**src/rtl/soe_error_accumulator_if.sv**
```systemverilog
// Bus bundle for soe_error_accumulator: run control, the compared vector stream,
// run status and the counter readout port.
//   master : harness/host side (drives start/abort/max_cycles, vectors, rd_req/rd_idx)
//   slave  : accumulator side (drives busy/done/cycle_cnt, rd_ack/rd_data)
interface soe_error_accumulator_if #(
    parameter int unsigned NUM_OUT = 7,
    parameter int unsigned CNT_W   = 32,
    parameter int unsigned CYC_W   = 32
);
    localparam int unsigned IDX_W = (NUM_OUT > 1) ? $clog2(NUM_OUT) : 1;

    logic               start;
    logic               abort;
    logic [CYC_W-1:0]   max_cycles;
    logic               out_valid;
    logic [NUM_OUT-1:0] out_dut;
    logic [NUM_OUT-1:0] out_golden;
    logic               busy;
    logic               done;
    logic [CYC_W-1:0]   cycle_cnt;
    logic               rd_req;
    logic [IDX_W-1:0]   rd_idx;
    logic               rd_ack;
    logic [CNT_W-1:0]   rd_data;

    modport master (
        output start, abort, max_cycles, out_valid, out_dut, out_golden, rd_req, rd_idx,
        input  busy, done, cycle_cnt, rd_ack, rd_data
    );

    modport slave (
        input  start, abort, max_cycles, out_valid, out_dut, out_golden, rd_req, rd_idx,
        output busy, done, cycle_cnt, rd_ack, rd_data
    );
endinterface

```
**src/rtl/soe_error_accumulator.sv**
```systemverilog
// Result end of the fault-emulation harness: compares DUT against golden outputs on
// every valid vector of a run and keeps a saturating mismatch (SoE) counter per output
// bit, then holds the counters for host readout.
// Ports:
//   clk    - single clock, posedge
//   rst_n  - synchronous active-low reset
//   bus    - slave side of soe_error_accumulator_if (control, vectors, status, readout)
module soe_error_accumulator #(
    parameter int unsigned NUM_OUT = 7,
    parameter int unsigned CNT_W   = 32,
    parameter int unsigned CYC_W   = 32
) (
    input  logic                   clk,
    input  logic                   rst_n,
    soe_error_accumulator_if.slave bus
);
    localparam int unsigned      IDX_W   = (NUM_OUT > 1) ? $clog2(NUM_OUT) : 1;
    localparam logic [CNT_W-1:0] CNT_MAX = '1;

    typedef enum logic [1:0] {
        ST_IDLE = 2'd0,
        ST_RUN  = 2'd1,
        ST_DONE = 2'd2
    } state_t;

    state_t             state_q;
    state_t             state_d;
    logic               clear_c;
    logic               count_c;
    logic [CYC_W-1:0]   max_q;
    logic [CYC_W-1:0]   cycle_q;
    logic [CYC_W-1:0]   cycle_inc_c;
    logic [NUM_OUT-1:0] miss_c;
    logic [CNT_W-1:0]   soe_q [NUM_OUT];
    logic [CNT_W-1:0]   rd_sel_c;
    logic               busy_q;
    logic               done_q;
    logic               rd_ack_q;
    logic [CNT_W-1:0]   rd_data_q;

    assign cycle_inc_c = cycle_q + CYC_W'(1);
    assign miss_c      = bus.out_dut ^ bus.out_golden;

    // State register
    always_ff @(posedge clk) begin
        if (!rst_n) begin
            state_q <= ST_IDLE;
        end else begin
            state_q <= state_d;
        end
    end

    // Next state and datapath strobes
    always_comb begin
        state_d = state_q;
        clear_c = 1'b0;
        count_c = 1'b0;
        case (state_q)
            ST_IDLE, ST_DONE: begin
                if (bus.start) begin
                    clear_c = 1'b1;
                    state_d = (bus.max_cycles == '0) ? ST_DONE : ST_RUN;
                end
            end
            ST_RUN: begin
                if (bus.out_valid) begin
                    count_c = 1'b1;
                    // The vector that reaches the limit is itself counted.
                    if (cycle_inc_c == max_q) begin
                        state_d = ST_DONE;
                    end
                end
                if (bus.abort) begin
                    state_d = ST_DONE;
                end
            end
            default: state_d = ST_IDLE;
        endcase
    end

    // Run limit, vector counter and per-bit saturating SoE counters
    always_ff @(posedge clk) begin
        if (!rst_n) begin
            max_q   <= '0;
            cycle_q <= '0;
            for (int i = 0; i < int'(NUM_OUT); i++) begin
                soe_q[i] <= '0;
            end
        end else if (clear_c) begin
            max_q   <= bus.max_cycles;
            cycle_q <= '0;
            for (int i = 0; i < int'(NUM_OUT); i++) begin
                soe_q[i] <= '0;
            end
        end else if (count_c) begin
            cycle_q <= cycle_inc_c;
            for (int i = 0; i < int'(NUM_OUT); i++) begin
                if (miss_c[i] && (soe_q[i] != CNT_MAX)) begin
                    soe_q[i] <= soe_q[i] + CNT_W'(1);
                end
            end
        end
    end

    // Status flags decode the registered state, so they trail it by one cycle
    always_ff @(posedge clk) begin
        if (!rst_n) begin
            busy_q <= 1'b0;
            done_q <= 1'b0;
        end else begin
            busy_q <= (state_q == ST_RUN);
            done_q <= (state_q == ST_DONE);
        end
    end

    // Readout select; indices past the last counter read as zero
    always_comb begin
        rd_sel_c = '0;
        for (int i = 0; i < int'(NUM_OUT); i++) begin
            if (bus.rd_idx == IDX_W'(i)) begin
                rd_sel_c = soe_q[i];
            end
        end
    end

    // Readout register: returns the pre-increment value, holds when idle
    always_ff @(posedge clk) begin
        if (!rst_n) begin
            rd_ack_q  <= 1'b0;
            rd_data_q <= '0;
        end else begin
            rd_ack_q <= bus.rd_req;
            if (bus.rd_req) begin
                rd_data_q <= rd_sel_c;
            end
        end
    end

    assign bus.busy      = busy_q;
    assign bus.done      = done_q;
    assign bus.cycle_cnt = cycle_q;
    assign bus.rd_ack    = rd_ack_q;
    assign bus.rd_data   = rd_data_q;

endmodule

```
**src/flat_wrapper.sv**
```systemverilog
// flat-port wrapper written by rule: the top's interface ports become plain ports
module soe_error_accumulator_flat 
#(
    parameter int unsigned NUM_OUT = 7,
    parameter int unsigned CNT_W   = 32,
    parameter int unsigned CYC_W   = 32
)
  (clk, rst_n, bus_start, bus_abort, bus_max_cycles, bus_out_valid, bus_out_dut, bus_out_golden, bus_rd_req, bus_rd_idx, bus_busy, bus_done, bus_cycle_cnt, bus_rd_ack, bus_rd_data);
  soe_error_accumulator_if #(.NUM_OUT(NUM_OUT), .CNT_W(CNT_W), .CYC_W(CYC_W)) bus_i ();
  input  logic clk;
  input  logic rst_n;
  input wire logic [$bits(bus_i.start)-1:0] bus_start;
  input wire logic [$bits(bus_i.abort)-1:0] bus_abort;
  input wire logic [$bits(bus_i.max_cycles)-1:0] bus_max_cycles;
  input wire logic [$bits(bus_i.out_valid)-1:0] bus_out_valid;
  input wire logic [$bits(bus_i.out_dut)-1:0] bus_out_dut;
  input wire logic [$bits(bus_i.out_golden)-1:0] bus_out_golden;
  input wire logic [$bits(bus_i.rd_req)-1:0] bus_rd_req;
  input wire logic [$bits(bus_i.rd_idx)-1:0] bus_rd_idx;
  output wire logic [$bits(bus_i.busy)-1:0] bus_busy;
  output wire logic [$bits(bus_i.done)-1:0] bus_done;
  output wire logic [$bits(bus_i.cycle_cnt)-1:0] bus_cycle_cnt;
  output wire logic [$bits(bus_i.rd_ack)-1:0] bus_rd_ack;
  output wire logic [$bits(bus_i.rd_data)-1:0] bus_rd_data;
  assign bus_i.start = bus_start;
  assign bus_i.abort = bus_abort;
  assign bus_i.max_cycles = bus_max_cycles;
  assign bus_i.out_valid = bus_out_valid;
  assign bus_i.out_dut = bus_out_dut;
  assign bus_i.out_golden = bus_out_golden;
  assign bus_i.rd_req = bus_rd_req;
  assign bus_i.rd_idx = bus_rd_idx;
  assign bus_busy = bus_i.busy;
  assign bus_done = bus_i.done;
  assign bus_cycle_cnt = bus_i.cycle_cnt;
  assign bus_rd_ack = bus_i.rd_ack;
  assign bus_rd_data = bus_i.rd_data;
  soe_error_accumulator #(.NUM_OUT(NUM_OUT), .CNT_W(CNT_W), .CYC_W(CYC_W)) u_core (.clk(clk), .rst_n(rst_n), .bus(bus_i));
endmodule
```
**config.mk**
```make
export PLATFORM = sky130hd
export DESIGN_NAME = soe_error_accumulator_flat
export DESIGN_NICKNAME = d
export VERILOG_FILES = /design/src/rtl/soe_error_accumulator_if.sv /design/src/rtl/soe_error_accumulator.sv /design/src/flat_wrapper.sv
export SDC_FILE = /design/constraint.sdc
export NUM_CORES = 1
export LEC_CHECK = 0
export BUFFER_PORTS_ARGS = -buffer_cell sky130_fd_sc_hd__buf_2
export CAP_MARGIN = 20
export CORE_MARGIN = 4
export CORE_UTILIZATION = 51
export DETAILED_ROUTE_END_ITERATION = 8
export GPL_ROUTABILITY_DRIVEN = 0
export PLACE_DENSITY = 0.69
export SLEW_MARGIN = 30
export SYNTH_ARGS = -nofsm -noshare
export SYNTH_HDL_FRONTEND = slang
export SYNTH_SLANG_ARGS = --single-unit
export TNS_END_PERCENT = 1
```
**constraint.sdc**
```tcl
create_clock -name clk -period 8.15 [get_ports clk]
set_clock_uncertainty 0.2 [all_clocks]
set_input_delay 0.4075 -clock clk [delete_from_list [all_inputs] [get_ports clk]]
set_output_delay 0.4075 -clock clk [all_outputs]
set_load 0.02 [all_outputs]
```
==> metrics.md, run 1 <==
| Metric | Value |
|---|---|
| Status | `finished clean` |
| Site Rows | `between 60 and 70` |
| DRT iter0 DRCs | `about 1,300` |
| Placed Cells incl. Taps | `around 2,500` |
| Internal cell power | `roughly 2.9 mW` |
| H-tree levels | `2` |
| Chip height | `between 150 and 200 um` |
| Flop pwr share | `about half` |
| Final Power | `3.891 mW` |
| Core ar. | `approximately 35,000 um^2` |
| Total GRT Usage | `about a quarter` |
| PortBufs | `between 100 and 150` |
| Number of synthesized register bits | `approximately 330` |
| Main combinational cell family by area after synthesis | `simple AND/OR/NAND/NOR gates` |
| Non-filler cells, final | `2,596` |
| Xor and xnor fraction of the mapped netlist area | `a little over an eighth` |
| Root Buffer | `clkbuf_16` |
| EDFF count, synth | `roughly 190` |
| Final Cell Area | `20,480 um^2` |
| Synth Cell Area | `~18,000 um^2` |
| Synth cell types | `between 50 and 60` |
| Via Count | `15,130` |
| Nets | `roughly 2,200` |
| Number of global-route vias before repair | `roughly 14,000` |
| Simple-Gate Fraction of Synth Area | `24.94%` |
| Relative slew slack | `37.39%` |
| Initial antenna violation count | `0` |
| Yosys top cell by area | `edfxtp_1` |
| CP Capture Type | `register` |
| Setup WS pre-CTS | `4242 ps` |
| Final ANT Viol Nets | `0` |
| Pwr per Cell Area | `approximately 190 nW/um^2` |
| Layout cells sized above 1 | `between 10% and 20%` |
| Synth Instances | `between 2,000 and 2,500` |
| Commonest non-fill, non-tap cell in the layout | `nor2_1` |
| CTS tree | `yes` |
| Post-Syn Nets | `around 2,100` |
| Share of flip-flops with an asynchronous set or reset | `0%` |
| Worst hold margin | `between 20 and 30 ps` |
| Area Growth Syn to Fin | `13.74%` |
| Most frequent cells in the layout | `nor2_1, nand2_1, edfxtp_1` |
| Clock network power share | `a little over two fifths` |
| Routed len/inst | `18.83 um` |
| Vias per inst | `roughly 5.8` |
| Ys flop type | `edfxtp_1` |
| Fmax | `~250 MHz` |
| Comb power frac | `under 10%` |
| CP required | `between 8000 and 9000 ps` |
| Utilization after layout | `59.00%` |
| CTS buffer count | `38` |
| Die W | `~200 um` |
| Final setup violation count | `0` |
| Tmin final | `about 4000 ps` |
| First-pass GRT wire length | `76,860 um` |
| DR pass1 iterations | `5` |
| IO Count | `approximately 120` |
| Seq/Total Area, Yosys | `a little under half` |
| # clock sinks | `between 300 and 400` |
| RSZ-0062 raised after global routing | `no` |
| Mux cell area share after synthesis | `approximately 1.9%` |
| Complex-gate fraction of the synthesized area | `between 9 and 10%` |
| Worst Slack Setup Final | `4199 ps` |
| Measured slew at the worst slew-check pin | `roughly 940 ps` |
| Yosys warns | `0` |
| Max cap viols | `0` |
| Fin crit share | `48.47%` |
| CP Launch Type | `register` |
| Psw | `around 0.98 mW` |
| Setup tns final | `0 ps` |
| DRC | `0` |
| Synth top area cells | `edfxtp_1, dfxtp_1, nor2_1` |
| Slew Viols, Final | `0` |
| Initial core utilization | `51.88%` |
| Total grt overflow | `0` |
| Die Area | `about 38,000 um^2` |
| Synth Area in Adders | `0.5558%` |
| Crit Path Max Fanout | `31` |
| Clock transition at path regs | `around 60 ps` |
| Post-synth top area share | `32.02%` |
| Post-synthesis area per instance | `8.995 um^2` |
| CTS max path bufs | `3` |
| Worst skew pair latency | `540 ps` |
| Sw frac | `between 20% and 30%` |
| Worst path arrival time | `approximately 4000 ps` |
| Kind of critical path | `reg2reg` |
| DRT Wirelength | `~49,000 um` |
| Pleak | `7.034 nW` |
| Worst vdd ir | `between 150 and 200 uV` |
| Post-DP Area | `18,960 um^2` |
| Hold Fails Final Rpt | `0` |
| Largest net degree at the start of global routing | `around 70` |
| HPWL after DPL | `34,570 um` |
| Post-CTS resize count | `0` |
| Hold/Removal Path Class | `in2reg` |
## power groups by stage
stage	registers [mW]	clock network, mW	logic, mW
final	1.92	1.64	0.332
after CTS	1.92	1.66	0.331
after global routing	1.93	1.73	0.362
after detailed placement	1.95	0	0.316
after floorplan	1.93	0	0.205
after global placement	1.95	0	0.312
## critical path: stages (launching register included)
cell and delay, ps:
edfxtp_1 410, ha_1 250, nand2_1 70, nor2_1 310, nand3_1 210, nor4_1 570, a31o_2 670, nand2_1 590
buf_4 400
## final cells by class
cell class	instances	area [um^2]
Clock buffer	53	1047
Multi-Input combinational cell	1551	9128
Tap cell	455	569.3
Clock inverter	15	136.4
Sequential cell	325	8428
Timing Repair Buffer	174	1089
Inverter	22	82.58
Antenna cell	1	2.502
Fill cell	3035	14230
## sequential cells by signal, indices dropped and copies added, names as in the netlist
name / flops
u_core.bus.done: 1
u_core.soe_q: 224
u_core.bus.cycle_cnt: 32
u_core.bus.rd_data: 32
u_core.max_q: 32
u_core.bus.busy: 1
u_core.bus.rd_ack: 1
u_core.state_q: 2
## synth_stat cells, drive strengths merged, types with 19 or more instances
master,instances
a22o,32
and3,37
dfxtp,133
o21ai,30
nand4,67
nand2,230
nor3,33
nand2b,36
o211ai,35
nand3,107
o221ai,33
inv,22
nor4,19
edfxtp,192
mux2i,34
xor2,153
xnor2,119
clkbuf,93
a21oi,122
nor2,362
or3,25
## repair_timing
| item | in CTS | in global routing |
|---|---|---|
| endpoints found under the hold margin | 33 | 0 |
| setup buffers | 0 | 0 |
| hold buffers | 33 | 0 |
## routing by layer
layer,global-route usage [%],wire length (um),vias up
met1,32.46,20200,7222
li1,-,-,7289
met5,0,0,-
met3,3.847,3390,98
met2,42.23,23800,524
met4,7.706,1495,0
## logic make-up (layout without fill, tap and decap cells)
family	Yosys count	after routing
AOI/OAI and AO/OA	275	275
xor gates and xnor gates	272	272
adders and majority gates	8	8
buffers and inverters	126	264
DFF	325	325
muxes	34	34
other	0	1
and+or+nand+nor	962	962
## final timing paths
path	startpoint	endpoint	depth (start not counted)	slack [ps]
max	u_core.soe_q[5][0]	u_core.soe_q[5][9]	8	4200
min	rst_n	u_core.state_q[0]	2	30
max reg2reg	u_core.soe_q[5][0]	u_core.soe_q[5][9]	8	4200
min reg2reg	u_core.bus.rd_data[28]	u_core.bus.rd_data[28]	2	260
No activity file was read; power rests on OpenSTA's default activity.
==> run 2, diff against run 1 <==
--- a/config.mk
+++ b/config.mk
@@ -5,6 +5,7 @@
 export SDC_FILE = /design/constraint.sdc
 export NUM_CORES = 1
 export LEC_CHECK = 0
+export ABC_AREA = 1
 export BUFFER_PORTS_ARGS = -buffer_cell sky130_fd_sc_hd__buf_2
 export CAP_MARGIN = 20
 export CORE_MARGIN = 4
==> constraint.sdc (replaced) <==
create_clock -name clk -period 3.7 [get_ports clk]
set_clock_uncertainty 0.2 [all_clocks]
set_input_delay 0.185 -clock clk [delete_from_list [all_inputs] [get_ports clk]]
set_output_delay 0.185 -clock clk [all_outputs]
set_load 0.02 [all_outputs]
==> metrics.md, run 2 <==
| Metric | Value |
|---|---|
| Share of flip-flops with an asynchronous set or reset | `0% (unchanged)` |
| H-tree levels | `2 (unchanged)` |
| Post CTS Setup Buffer Count | `0 (unchanged)` |
| Filler cell count in the final layout | `3,394 (+12%)` |
| Reg with most FFs | `u_core.soe_q` |
| # clock sinks | `325 (unchanged)` |
| Area Growth Syn to Fin | `14.92%` |
| DRC | `0 (unchanged)` |
| Relative slew slack | `37.01% (-0.38 points)` |
| Max cap viols | `0 (unchanged)` |
| PortBufs | `121 (unchanged)` |
| Layout cells sized above 1 | `11.98% (+1.5 points)` |
| Hold Fails Final Rpt | `0 (unchanged)` |
| Non-filler cells, final | `3,282 (+26%)` |
| Most frequent cells in the layout | `nand2_1, inv_1, nor2_1` |
| Number of global-route vias before repair | `17,540 (+23%)` |
| Most frequent cell after synthesis | `nand2_1` |
| Max incr delay on CP | `560 ps (-110 ps)` |
| Worst skew pair latency | `570 ps (+30 ps)` |
| FF+latch area | `8428 um^2 (unchanged)` |
| Initial core utilization | `51.76% (-0.12 points)` |
| Worst path cell trace | `ha_1 -> nand2_2 -> nor2_4 -> nand2_2 -> nor2_4 -> nand2_1 -> nand2_1 -> nand2_1 -> nand2_1 -> nand2_1 -> nor2_1 -> nand2_1 -> nor2_1 -> nand3_1 -> nand2_1 -> nand4_1 -> dlygate4sd3_1 -> nand2_1 -> nor2_1` |
| Most common cell on crit path | `nand2_1` |
| Yosys top cell by area | `edfxtp_1` |
| Post-synth top area share | `29.50% (-2.5 points)` |
| Synth Instances | `2,583 (+29%)` |
| Core ar. | `37,760 um^2 (+8.8%)` |
| CP Launch Type | `register` |
| CTS buffer count | `39 (+2.6%)` |
| Total GRT Usage | `27.46% (+2.7 points)` |
| Worst path arrival time | `3520 ps (-510 ps)` |
| Synth top area cells | `edfxtp_1, dfxtp_1, nand2_1` |
| IO Count | `122 (unchanged)` |
| Pwr per Cell Area | `409.5 nW/um^2 (+120%)` |
| Seq/Total Area, Yosys | `43.13% (-3.7 points)` |
| Root Buffer | `clkbuf_16` |
| Synth cell types | `62 (+15%)` |
| WL met3 | `4244 um (+25%)` |
| CP bufs+invs | `1 (unchanged)` |
| Largest net degree at the start of global routing | `51 (-28%)` |
| CP required | `3940 ps (-4290 ps)` |
| Antenna cell count | `0 (-1)` |
| Max reg flops | `224 (unchanged)` |
| Kind of critical path | `reg2reg` |
| Worst vdd ir | `311.5 uV (+79%)` |
| Chip height | `203.7 um (+4.0%)` |
| Top Layer Used | `met4` |
| Cell with the largest stage delay on the worst path | `dlygate4sd3_1` |
| Tmin final | `3277 ps (-673.2 ps)` |
| WL met1 | `24,930 um (+23%)` |
| Routed len/inst | `17.71 um (-5.9%)` |
| Die W | `203.7 um (+4.0%)` |
| Site Rows | `71 (+4.4%)` |
| Die Area | `41,510 um^2 (+8.2%)` |
| Final setup violation count | `0 (unchanged)` |
| Clock transition at path regs | `50 ps (about the same)` |
| RSZ-0062 raised after global routing | `no` |
| Setup tns final | `0 ps (unchanged)` |
| DR pass1 iterations | `9 (+4)` |
| DRT Wirelength | `58,140 um (+19%)` |
| Final Power | `9.196 mW (+140%)` |
| Final ANT Viol Nets | `0 (unchanged)` |
| Hold/Removal Path Class | `in2reg` |
| Number of synthesized register bits | `325 (unchanged)` |
| Total grt overflow | `0 (unchanged)` |
| Met2 wire len | `26,490 um (+11%)` |
| Fmax | `305.1 MHz (+21%)` |
| Placed Cells incl. Taps | `3,171 (+27%)` |
| Measured slew at the worst slew-check pin | `936.3 ps (-2.889 ps)` |
| Post-Syn Nets | `2,646 (+28%)` |
| First-pass GRT wire length | `92,380 um (+20%)` |
| EDFF count, synth | `192 (unchanged)` |
| CP Capture Type | `register` |
| Initial antenna violation count | `1 (+1)` |
| Pleak | `8.602 nW (+22%)` |
| Multi-input gate area | `9309 um^2 (+2.0%)` |
| DRT iter0 DRCs | `1,886 (+50%)` |
| Commonest non-fill, non-tap cell in the layout | `nand2_1` |
| Slew Viols, Final | `0 (unchanged)` |
| CTS max path bufs | `3 (unchanged)` |
| Via Count | `18,740 (+24%)` |
| Ys flop type | `edfxtp_1` |
| Top cell family by delay on the critical path | `simple AND/OR/NAND/NOR gates` |
| Worst hold margin | `40.92 ps (+15.08 ps)` |
| Vias per inst | `5.708 (-2.1%)` |
| Synth Cell Area | `19,540 um^2 (+8.5%)` |
| Nets | `2,805 (+29%)` |
| CTS tree | `yes` |
| Yosys warns | `0 (unchanged)` |
| Fin crit share | `88.58% (+40 points)` |
| Status | `finished clean` |
| Crit Path Max Fanout | `7 (-77%)` |
| HPWL after DPL | `42,670 um (+23%)` |
| Post-synth top cells | `nand2_1, inv_1, nor2_1` |
| Post-synthesis area per instance | `7.565 um^2 (-16%)` |
-- run 2: stage by stage --
stage                     setup slack [ps]  util (%)  cell area [um^2]
after floorplan                      306.1         -             19540
after global placement               749.9     54.75             20670
after detailed placement             724.3     54.75             20670
after CTS                            434.1     59.47             22450
after global routing                 153.0     59.48             22460
final                                422.6     59.48             22460
-- run 2: worst paths after layout --
check / startpoint / end / slack [ps] / cells after the start
setup / recovery: u_core.bus.cycle_cnt[0] / u_core.state_q[1] / 420 / 19
hold / removal: bus_out_valid / u_core.state_q[1] / 40 / 7
setup reg to reg: u_core.bus.cycle_cnt[0] / u_core.state_q[1] / 420 / 19
hold reg to reg: u_core.bus.rd_data[24] / u_core.bus.rd_data[24] / 260 / 2
-- run 2: final cells by class --
class | instances | share of cell area, %
well taps | 511 | 2.847
flip-flops and latches | 325 | 37.53
inverters | 390 | 6.530
repair buffers | 192 | 5.527
clock inverters | 12 | 0.6686
multi-input cells | 1794 | 41.45
clock buffers | 58 | 5.444
-- run 2: kinds of logic after synthesis --
family / count (synthesis) / share of synthesized area (%)
buffers and inverters: 464 / 9.329
DFF: 325 / 43.13
and+or+nand+nor: 1283 / 30.92
AOI/OAI and AO/OA: 446 / 13.55
xor gates and xnor gates: 57 / 2.555
adders and majority gates: 8 / 0.5122
-- run 2: power by group --
| group | total, mW | switching (mW) | internal, mW |
|---|---|---|---|
| sequential | 4.21 | 0.182 | 4.03 |
| combinational | 0.905 | 0.621 | 0.284 |
| clock | 4.08 | 1.58 | 2.50 |
| total | 9.20 | 2.38 | 6.81 |
-- run 2: per-layer routing --
layer,vias up,track usage (%)
li1,9075,-
met1,8754,37.71
met2,769,43.83
met3,137,3.816
met4,0,11.56
met5,-,0
-- run 2: worst min-delay path, cell delays in order --
cell and delay, ps:
buf_2 160, nor2_1 80, nand2_1 70, nand3_1 80, nand2_1 60, inv_1 30
nor2_1 80
-- run 2: what timing repair did --
item,4_1_cts,5_1_grt
endpoints found under the hold margin,42,0
hold buffers,41,0
resized for setup,0,0
endpoints found under the setup margin,0,0
